`config.mk`:
```
export PLATFORM = sky130hd
export DESIGN_NAME = bin_to_bcd_seq_flat
export DESIGN_NICKNAME = d
export VERILOG_FILES = /design/src/rtl/dds_disp_pkg.sv /design/src/rtl/bin_to_bcd_seq_if.sv /design/src/rtl/bcd_digit_adj.sv /design/src/rtl/bin_to_bcd_seq.sv /design/src/flat_wrapper.sv
export SDC_FILE = /design/constraint.sdc
export NUM_CORES = 1
export LEC_CHECK = 0
export CORE_MARGIN = 2
export CORE_UTILIZATION = 58
export DETAILED_ROUTE_END_ITERATION = 7
export GPL_TIMING_DRIVEN = 0
export PLACE_DENSITY_LB_ADDON = 0.3
export SYNTH_ARGS = -nofsm -noshare
export SYNTH_HDL_FRONTEND = slang
export SYNTH_HIERARCHICAL = 1
export SYNTH_SLANG_ARGS = --single-unit
```
`constraint.sdc`:
```
create_clock -name clk -period 2.22 [get_ports clk]
set_input_delay 0.444 -clock clk [delete_from_list [all_inputs] [get_ports clk]]
set_output_delay 0.444 -clock clk [all_outputs]
set_load 0.01 [all_outputs]
```
`src/rtl/dds_disp_pkg.sv`:
```
// dds_disp_pkg: shared types and constants for the DDS display path.
//   state_e        - bin_to_bcd_seq converter states (IDLE, SHIFT, DONE)
//   BCD_DIGIT_W    - bits per packed BCD digit
//   BCD_ADJ_THRESH - double-dabble adjust threshold (digit >= 5)
//   BCD_ADJ_ADD    - double-dabble adjust addend (+3)
package dds_disp_pkg;

  typedef enum logic [1:0] {
    ST_IDLE,
    ST_SHIFT,
    ST_DONE
  } state_e;

  localparam int unsigned BCD_DIGIT_W = 4;

  localparam logic [BCD_DIGIT_W-1:0] BCD_ADJ_THRESH = 4'd5;
  localparam logic [BCD_DIGIT_W-1:0] BCD_ADJ_ADD    = 4'd3;

endpackage

```
`src/rtl/bin_to_bcd_seq_if.sv`:
```
// bin_to_bcd_seq_if: start/busy/done handshake and data bus of the
// binary-to-BCD converter.
//   start, bin               - request and operand (controller -> converter)
//   busy, done, bcd, overflow - status and packed BCD result (converter -> controller)
// Modports: master (controller side), slave (converter side).
interface bin_to_bcd_seq_if #(
  parameter int unsigned BIN_W  = 14,
  parameter int unsigned DIGITS = 4
);

  logic                  start;
  logic [BIN_W-1:0]      bin;
  logic                  busy;
  logic                  done;
  logic [4*DIGITS-1:0]   bcd;
  logic                  overflow;

  modport master (
    output start, bin,
    input  busy, done, bcd, overflow
  );

  modport slave (
    input  start, bin,
    output busy, done, bcd, overflow
  );

endinterface

```
`src/rtl/bcd_digit_adj.sv`:
```
// bcd_digit_adj: combinational double-dabble digit correction.
//   digit_i - current scratch BCD digit
//   digit_o - digit_i + 3 when digit_i >= 5, else digit_i
module bcd_digit_adj
  import dds_disp_pkg::*;
(
  input  logic [BCD_DIGIT_W-1:0] digit_i,
  output logic [BCD_DIGIT_W-1:0] digit_o
);

  always_comb begin
    digit_o = digit_i;
    if (digit_i >= BCD_ADJ_THRESH) begin
      digit_o = digit_i + BCD_ADJ_ADD;
    end
  end

endmodule

```
`src/rtl/bin_to_bcd_seq.sv`:
```
// bin_to_bcd_seq: sequential double-dabble binary-to-packed-BCD converter,
// one shift per clock, period BIN_W+2 cycles.
//   clk - rising-edge clock
//   rst - synchronous active-high reset
//   bus - bin_to_bcd_seq_if.slave: start/bin in; busy/done/bcd/overflow out
// Build option: define BIN_TO_BCD_SAT_EN to saturate bcd to all nines on
// overflow; otherwise bcd holds bin mod 10^DIGITS. overflow is set either way.
module bin_to_bcd_seq
  import dds_disp_pkg::*;
#(
  parameter int unsigned BIN_W  = 14,
  parameter int unsigned DIGITS = 4
) (
  input  logic                clk,
  input  logic                rst,
  bin_to_bcd_seq_if.slave     bus
);

  localparam int unsigned BCD_W = BCD_DIGIT_W * DIGITS;
  localparam int unsigned CNT_W = $clog2(BIN_W + 1);

  state_e             state_q, state_d;
  logic [BIN_W-1:0]   sr_q, sr_d;
  logic [BCD_W-1:0]   scr_q, scr_d, scr_adj;
  logic [BCD_W-1:0]   bcd_q, bcd_d;
  logic [CNT_W-1:0]   cnt_q, cnt_d;
  logic               sticky_q, sticky_d;
  logic               ovf_q, ovf_d;
  logic               busy_q, busy_d;
  logic               done_q, done_d;

  for (genvar g = 0; g < DIGITS; g++) begin : g_adj
    bcd_digit_adj u_adj (
      .digit_i (scr_q[g*BCD_DIGIT_W +: BCD_DIGIT_W]),
      .digit_o (scr_adj[g*BCD_DIGIT_W +: BCD_DIGIT_W])
    );
  end

  always_comb begin
    state_d  = state_q;
    sr_d     = sr_q;
    scr_d    = scr_q;
    bcd_d    = bcd_q;
    cnt_d    = cnt_q;
    sticky_d = sticky_q;
    ovf_d    = ovf_q;
    // Status flags are a one-cycle-delayed decode of the current state.
    busy_d   = (state_q != ST_IDLE);
    done_d   = (state_q == ST_DONE);

    unique case (state_q)
      ST_IDLE: begin
        if (bus.start) begin
          sr_d     = bus.bin;
          scr_d    = '0;
          sticky_d = 1'b0;
          cnt_d    = CNT_W'(BIN_W);
          state_d  = ST_SHIFT;
        end
      end
      ST_SHIFT: begin
        // Adjusted scratch and operand shift as one register; the top
        // scratch bit falls off into the sticky overflow flag.
        {scr_d, sr_d} = {scr_adj[BCD_W-2:0], sr_q, 1'b0};
        sticky_d      = sticky_q | scr_adj[BCD_W-1];
        cnt_d         = cnt_q - 1'b1;
        if (cnt_q == CNT_W'(1)) begin
          state_d = ST_DONE;
        end
      end
      ST_DONE: begin
`ifdef BIN_TO_BCD_SAT_EN
        bcd_d = sticky_q ? {DIGITS{4'd9}} : scr_q;
`else
        bcd_d = scr_q;
`endif
        ovf_d   = sticky_q;
        state_d = ST_IDLE;
      end
      default: state_d = ST_IDLE;
    endcase
  end

  always_ff @(posedge clk) begin
    if (rst) begin
      state_q  <= ST_IDLE;
      sr_q     <= '0;
      scr_q    <= '0;
      bcd_q    <= '0;
      cnt_q    <= '0;
      sticky_q <= 1'b0;
      ovf_q    <= 1'b0;
      busy_q   <= 1'b0;
      done_q   <= 1'b0;
    end else begin
      state_q  <= state_d;
      sr_q     <= sr_d;
      scr_q    <= scr_d;
      bcd_q    <= bcd_d;
      cnt_q    <= cnt_d;
      sticky_q <= sticky_d;
      ovf_q    <= ovf_d;
      busy_q   <= busy_d;
      done_q   <= done_d;
    end
  end

  assign bus.busy     = busy_q;
  assign bus.done     = done_q;
  assign bus.bcd      = bcd_q;
  assign bus.overflow = ovf_q;

endmodule

```
`src/flat_wrapper.sv`:
```
// flat-port wrapper written by rule: the top's interface ports become plain ports
module bin_to_bcd_seq_flat import dds_disp_pkg::*;
#(
  parameter int unsigned BIN_W  = 14,
  parameter int unsigned DIGITS = 4
)
  (clk, rst, bus_start, bus_bin, bus_busy, bus_done, bus_bcd, bus_overflow);
  bin_to_bcd_seq_if #(.BIN_W(BIN_W), .DIGITS(DIGITS)) bus_i ();
  input  logic clk;
  input  logic rst;
  input wire logic [$bits(bus_i.start)-1:0] bus_start;
  input wire logic [$bits(bus_i.bin)-1:0] bus_bin;
  output wire logic [$bits(bus_i.busy)-1:0] bus_busy;
  output wire logic [$bits(bus_i.done)-1:0] bus_done;
  output wire logic [$bits(bus_i.bcd)-1:0] bus_bcd;
  output wire logic [$bits(bus_i.overflow)-1:0] bus_overflow;
  assign bus_i.start = bus_start;
  assign bus_i.bin = bus_bin;
  assign bus_busy = bus_i.busy;
  assign bus_done = bus_i.done;
  assign bus_bcd = bus_i.bcd;
  assign bus_overflow = bus_i.overflow;
  bin_to_bcd_seq #(.BIN_W(BIN_W), .DIGITS(DIGITS)) u_core (.clk(clk), .rst(rst), .bus(bus_i));
endmodule
```
==> metrics.txt <==
# TYPE chip_impl_metric gauge
chip_impl_metric{name="p_total",unit="mW"} 2.170
chip_impl_metric{name="slowest_delay",unit="ns"} 0.54
chip_impl_metric{name="clock_insertion_delay_worst_skew",unit="ns"} 0.31
chip_impl_metric{name="maximum_net_fanout_on_the_critical_path",unit=""} 2
chip_impl_metric{name="synth_adder_area_share",unit="%"} 4.739
chip_impl_metric{name="first_iter_violations",unit=""} 147
chip_impl_metric{name="vias_per_cell",unit=""} 5.481
chip_impl_metric{name="arrival",unit="ns"} 1.19
chip_impl_info{name="most-common-layout-cells",value="56 x sky130_fd_sc_hd__dfxtp_1, 53 x sky130_fd_sc_hd__nand2_1, 36 x sky130_fd_sc_hd__nor2_1"} 1
chip_impl_info{name="cts_root_buffer",value="sky130_fd_sc_hd__clkbuf_8"} 1
chip_impl_metric{name="final-hold-violation-count",unit=""} 0
chip_impl_metric{name="grt_pass1_wl",unit="mm"} 8.894
chip_impl_metric{name="synth-edff-count",unit=""} 0
chip_impl_metric{name="path_clk_slew",unit="ns"} 0.09
chip_impl_metric{name="postLayoutCoreUtil",unit="%"} 73.09
chip_impl_metric{name="grt_start_max_net_pins",unit=""} 18
chip_impl_info{name="timing.hold.worst.class",value="reg -> reg"} 1
chip_impl_metric{name="power_leakage",unit="nW"} 1.273
chip_impl_metric{name="core",unit="um2"} 4384
chip_impl_info{name="tritoncts",value="yes"} 1
chip_impl_metric{name="post_cts_resize_count",unit=""} 0
chip_impl_metric{name="cts_hold_buf",unit=""} 0
chip_impl_metric{name="max_slew.worst_pin.slew",unit="ns"} 0.5282
chip_impl_metric{name="final-setup-viol-count",unit=""} 0
chip_impl_metric{name="clock_path_buffers",unit=""} 2
chip_impl_info{name="ys_dominant_reg_cell",value="sky130_fd_sc_hd__dfxtp_1"} 1
chip_impl_metric{name="place.detailed.hpwl",unit="mm"} 3.716
chip_impl_metric{name="clock_tree.htree_level_count",unit=""} 2
chip_impl_metric{name="max_freq",unit="MHz"} 612.0
chip_impl_info{name="cpLargestDelayFamily",value="buffers and inverters"} 1
chip_impl_metric{name="first_global_vias",unit=""} 2076
chip_impl_metric{name="route.vias.total",unit=""} 2220
chip_impl_metric{name="min_period",unit="ns"} 1.634
chip_impl_info{name="synth_top_family_by_area",value="compound AO/OA/AOI/OAI gates"} 1
chip_impl_metric{name="routedWlPerCell",unit="um"} 12.94
chip_impl_info{name="layout_commonest_cell",value="sky130_fd_sc_hd__dfxtp_1"} 1
chip_impl_metric{name="antenna_left",unit=""} 0
chip_impl_metric{name="synth.distinct_cells",unit=""} 34
chip_impl_metric{name="detail_route.drc_violations",unit=""} 0
chip_impl_metric{name="synth.area.mux_share",unit="%"} 1.896
chip_impl_metric{name="sequential_area_share_after_synthesis",unit="%"} 42.46
chip_impl_info{name="worstSetupStartpointType",value="register"} 1
chip_impl_metric{name="final.period_utilization",unit="%"} 73.60
chip_impl_metric{name="postCtsSetupBuffers",unit=""} 0
chip_impl_metric{name="synth-xor-area-share",unit="%"} 1.327
chip_impl_metric{name="die_height",unit="um"} 71.47
chip_impl_metric{name="buffers_on_ports",unit=""} 34
chip_impl_metric{name="area_growth_syn_to_layout",unit="%"} 21.37
chip_impl_metric{name="synth_compound_area_share",unit="%"} 22.13
chip_impl_metric{name="synth_simple_gate_area_share",unit="%"} 19.24
chip_impl_metric{name="yosysTopAreaCellShare",unit="%"} 42.46
chip_impl_metric{name="syn_avg_cell_area",unit="um2"} 8.489
chip_impl_metric{name="cts_num_sinks",unit=""} 56
chip_impl_metric{name="insertedDiodeCount",unit=""} 0
chip_impl_metric{name="synthCells",unit=""} 311
chip_impl_metric{name="synth_area",unit="um2"} 2640
chip_impl_metric{name="dr.pass1.iters",unit=""} 4
chip_impl_info{name="synthTopCellsByArea",value="sky130_fd_sc_hd__dfxtp_1 42%, sky130_fd_sc_hd__a22o_1 9.3%, sky130_fd_sc_hd__nand2_1 7.5%, sky130_fd_sc_hd__nor2_1 5.1%, sky130_fd_sc_hd__ha_1 4.7%"} 1
chip_impl_metric{name="cp.required",unit="ns"} 1.78
chip_impl_metric{name="die-area",unit="um2"} 5107
chip_impl_info{name="status",value="complete, no violations"} 1
chip_impl_metric{name="ys_seq_elements",unit=""} 56
chip_impl_metric{name="cts-buffers-inserted",unit=""} 5
chip_impl_metric{name="vdd_drop_max",unit="V"} 0.0004433
chip_impl_metric{name="mappedNetlistNets",unit=""} 338
chip_impl_metric{name="chip_width",unit="um"} 71.47
chip_impl_metric{name="layout-drive-gt1-share",unit="%"} 9.065
chip_impl_info{name="netlist.top_cell.by_area",value="sky130_fd_sc_hd__dfxtp_1"} 1
chip_impl_metric{name="relSlewSlack",unit="%"} 64.78
chip_impl_metric{name="rows",unit=""} 24
chip_impl_metric{name="globalRouteOverflowTotal",unit=""} 0
chip_impl_metric{name="synth-async-reset-ratio",unit="%"} 0
chip_impl_info{name="crit_type",value="reg -> out"} 1
chip_impl_metric{name="final.setup.tns",unit="ns"} 0
chip_impl_metric{name="final_net_count",unit=""} 379
chip_impl_metric{name="critPathBufInv",unit=""} 1
chip_impl_metric{name="power.density",unit="nW/um2"} 677.2
chip_impl_metric{name="drv_slew",unit=""} 0
chip_impl_metric{name="gpl.final_weighted_congestion",unit=""} 0.8281
chip_impl_metric{name="antenna_found_initial",unit=""} 0
chip_impl_metric{name="floorplan.initialDensity",unit="%"} 60.22
chip_impl_metric{name="route.final.wire_length",unit="mm"} 5.240
chip_impl_info{name="crit_end_element",value="output port"} 1
chip_impl_metric{name="ioPinCount",unit=""} 36
chip_impl_metric{name="grt_usage",unit="%"} 21.48
chip_impl_metric{name="maxCapViolations",unit=""} 0
chip_impl_info{name="setup_repair_after_global_routing_missed_its_margin",value="no"} 1
chip_impl_info{name="crit_path_cell_trace",value="clkdlybuf4s50_1"} 1
chip_impl_metric{name="yosysWarnings",unit=""} 6
chip_impl_metric{name="skew",unit="ns"} 0.006902
chip_impl_info{name="slowest_stage",value="sky130_fd_sc_hd__clkdlybuf4s50_1"} 1
==> registers in the layout, indices dropped and copies added, names as in the netlist <==
register,count
u_core/cnt_q,4
u_core/sr_q,14
u_core/bus.busy,1
u_core/sticky_q,1
u_core/bus.overflow,1
u_core/state_q,2
u_core/bus.bcd,16
u_core/bus.done,1
u_core/scr_q,16
==> cell usage after synthesis (5+ instances only) <==
| master | number |
|---|---|
| sky130_fd_sc_hd__ha_1 | 10 |
| sky130_fd_sc_hd__buf_2 | 8 |
| sky130_fd_sc_hd__dfxtp_1 | 56 |
| sky130_fd_sc_hd__o21ai_0 | 9 |
| sky130_fd_sc_hd__buf_6 | 5 |
| sky130_fd_sc_hd__mux2i_1 | 5 |
| sky130_fd_sc_hd__a22o_1 | 28 |
| sky130_fd_sc_hd__inv_1 | 22 |
| sky130_fd_sc_hd__nand2_1 | 53 |
| sky130_fd_sc_hd__a21oi_1 | 20 |
| sky130_fd_sc_hd__a211oi_1 | 12 |
| sky130_fd_sc_hd__nand2b_1 | 11 |
| sky130_fd_sc_hd__nor2_1 | 36 |
==> final timing paths <==
check	startpoint	end	depth (start not counted)	slack, ns
min	u_core/bus.bcd[6]$_SDFFE_PP0P_	u_core/bus.bcd[6]$_SDFFE_PP0P_	2	0.46
min reg2reg	u_core/bus.bcd[6]$_SDFFE_PP0P_	u_core/bus.bcd[6]$_SDFFE_PP0P_	2	0.46
max	u_core/bus.bcd[2]$_SDFFE_PP0P_	bus_bcd[2]	1	0.59
max reg2reg	u_core/scr_q[13]$_SDFFE_PP0P_	u_core/sticky_q$_SDFFE_PP0P_	8	0.72
==> through the flow <==
stage | std cells | instance area, um2 | setup WS [ns] | hold slack, ns
detailed placement | 397 | 3045 | 0.3135 | 0.4453
CTS | 405 | 3204 | 0.5681 | 0.4587
global route | 405 | 3204 | 0.5402 | 0.4782
finish | 405 | 3204 | 0.5861 | 0.4558
global placement | 397 | 3045 | 0.3154 | 0.4421
floorplan | 311 | 2640 | 0.9121 | 0.4420
==> logic make-up (layout without fill, tap and decap cells) <==
group / Yosys count / count (layout)
compound gates: 82 / 82
xor+xnor: 4 / 4
fa+ha+maj: 10 / 10
buf+inv: 42 / 84
flops: 56 / 56
mux: 5 / 5
simple gates: 112 / 112
==> metal layers <==
| layer | global-route usage (%) | part of all wire, % | vias up |
|---|---|---|---|
| met5 | 0 | 0 | - |
| met4 | 9.015 | 1.6 | 0 |
| met2 | 37.35 | 49 | 44 |
| li1 | - | - | 1128 |
| met3 | 3.797 | 3.4 | 8 |
| met1 | 26.13 | 46 | 1040 |
==> final cells by class <==
type	count	area [um2]
Tap cell	52	65.06
Fill cell	358	1180
Inverter	22	82.58
Multi-Input combinational cell	213	1303
Timing Repair Buffer	34	340.3
Clock buffer	5	68.82
Buffer	20	133.9
Sequential cell	56	1121
Clock inverter	3	90.09
==> report_power, final <==
| part | leakage [nW] | switching [mW] | internal, mW | total (mW) |
|---|---|---|---|---|
| logic | 0.739 | 0.111 | 0.106 | 0.217 |
| registers | 0.456 | 0.0236 | 1.04 | 1.06 |
| clock network | 0.0784 | 0.327 | 0.564 | 0.891 |
(Power assumes the default switching activity.)
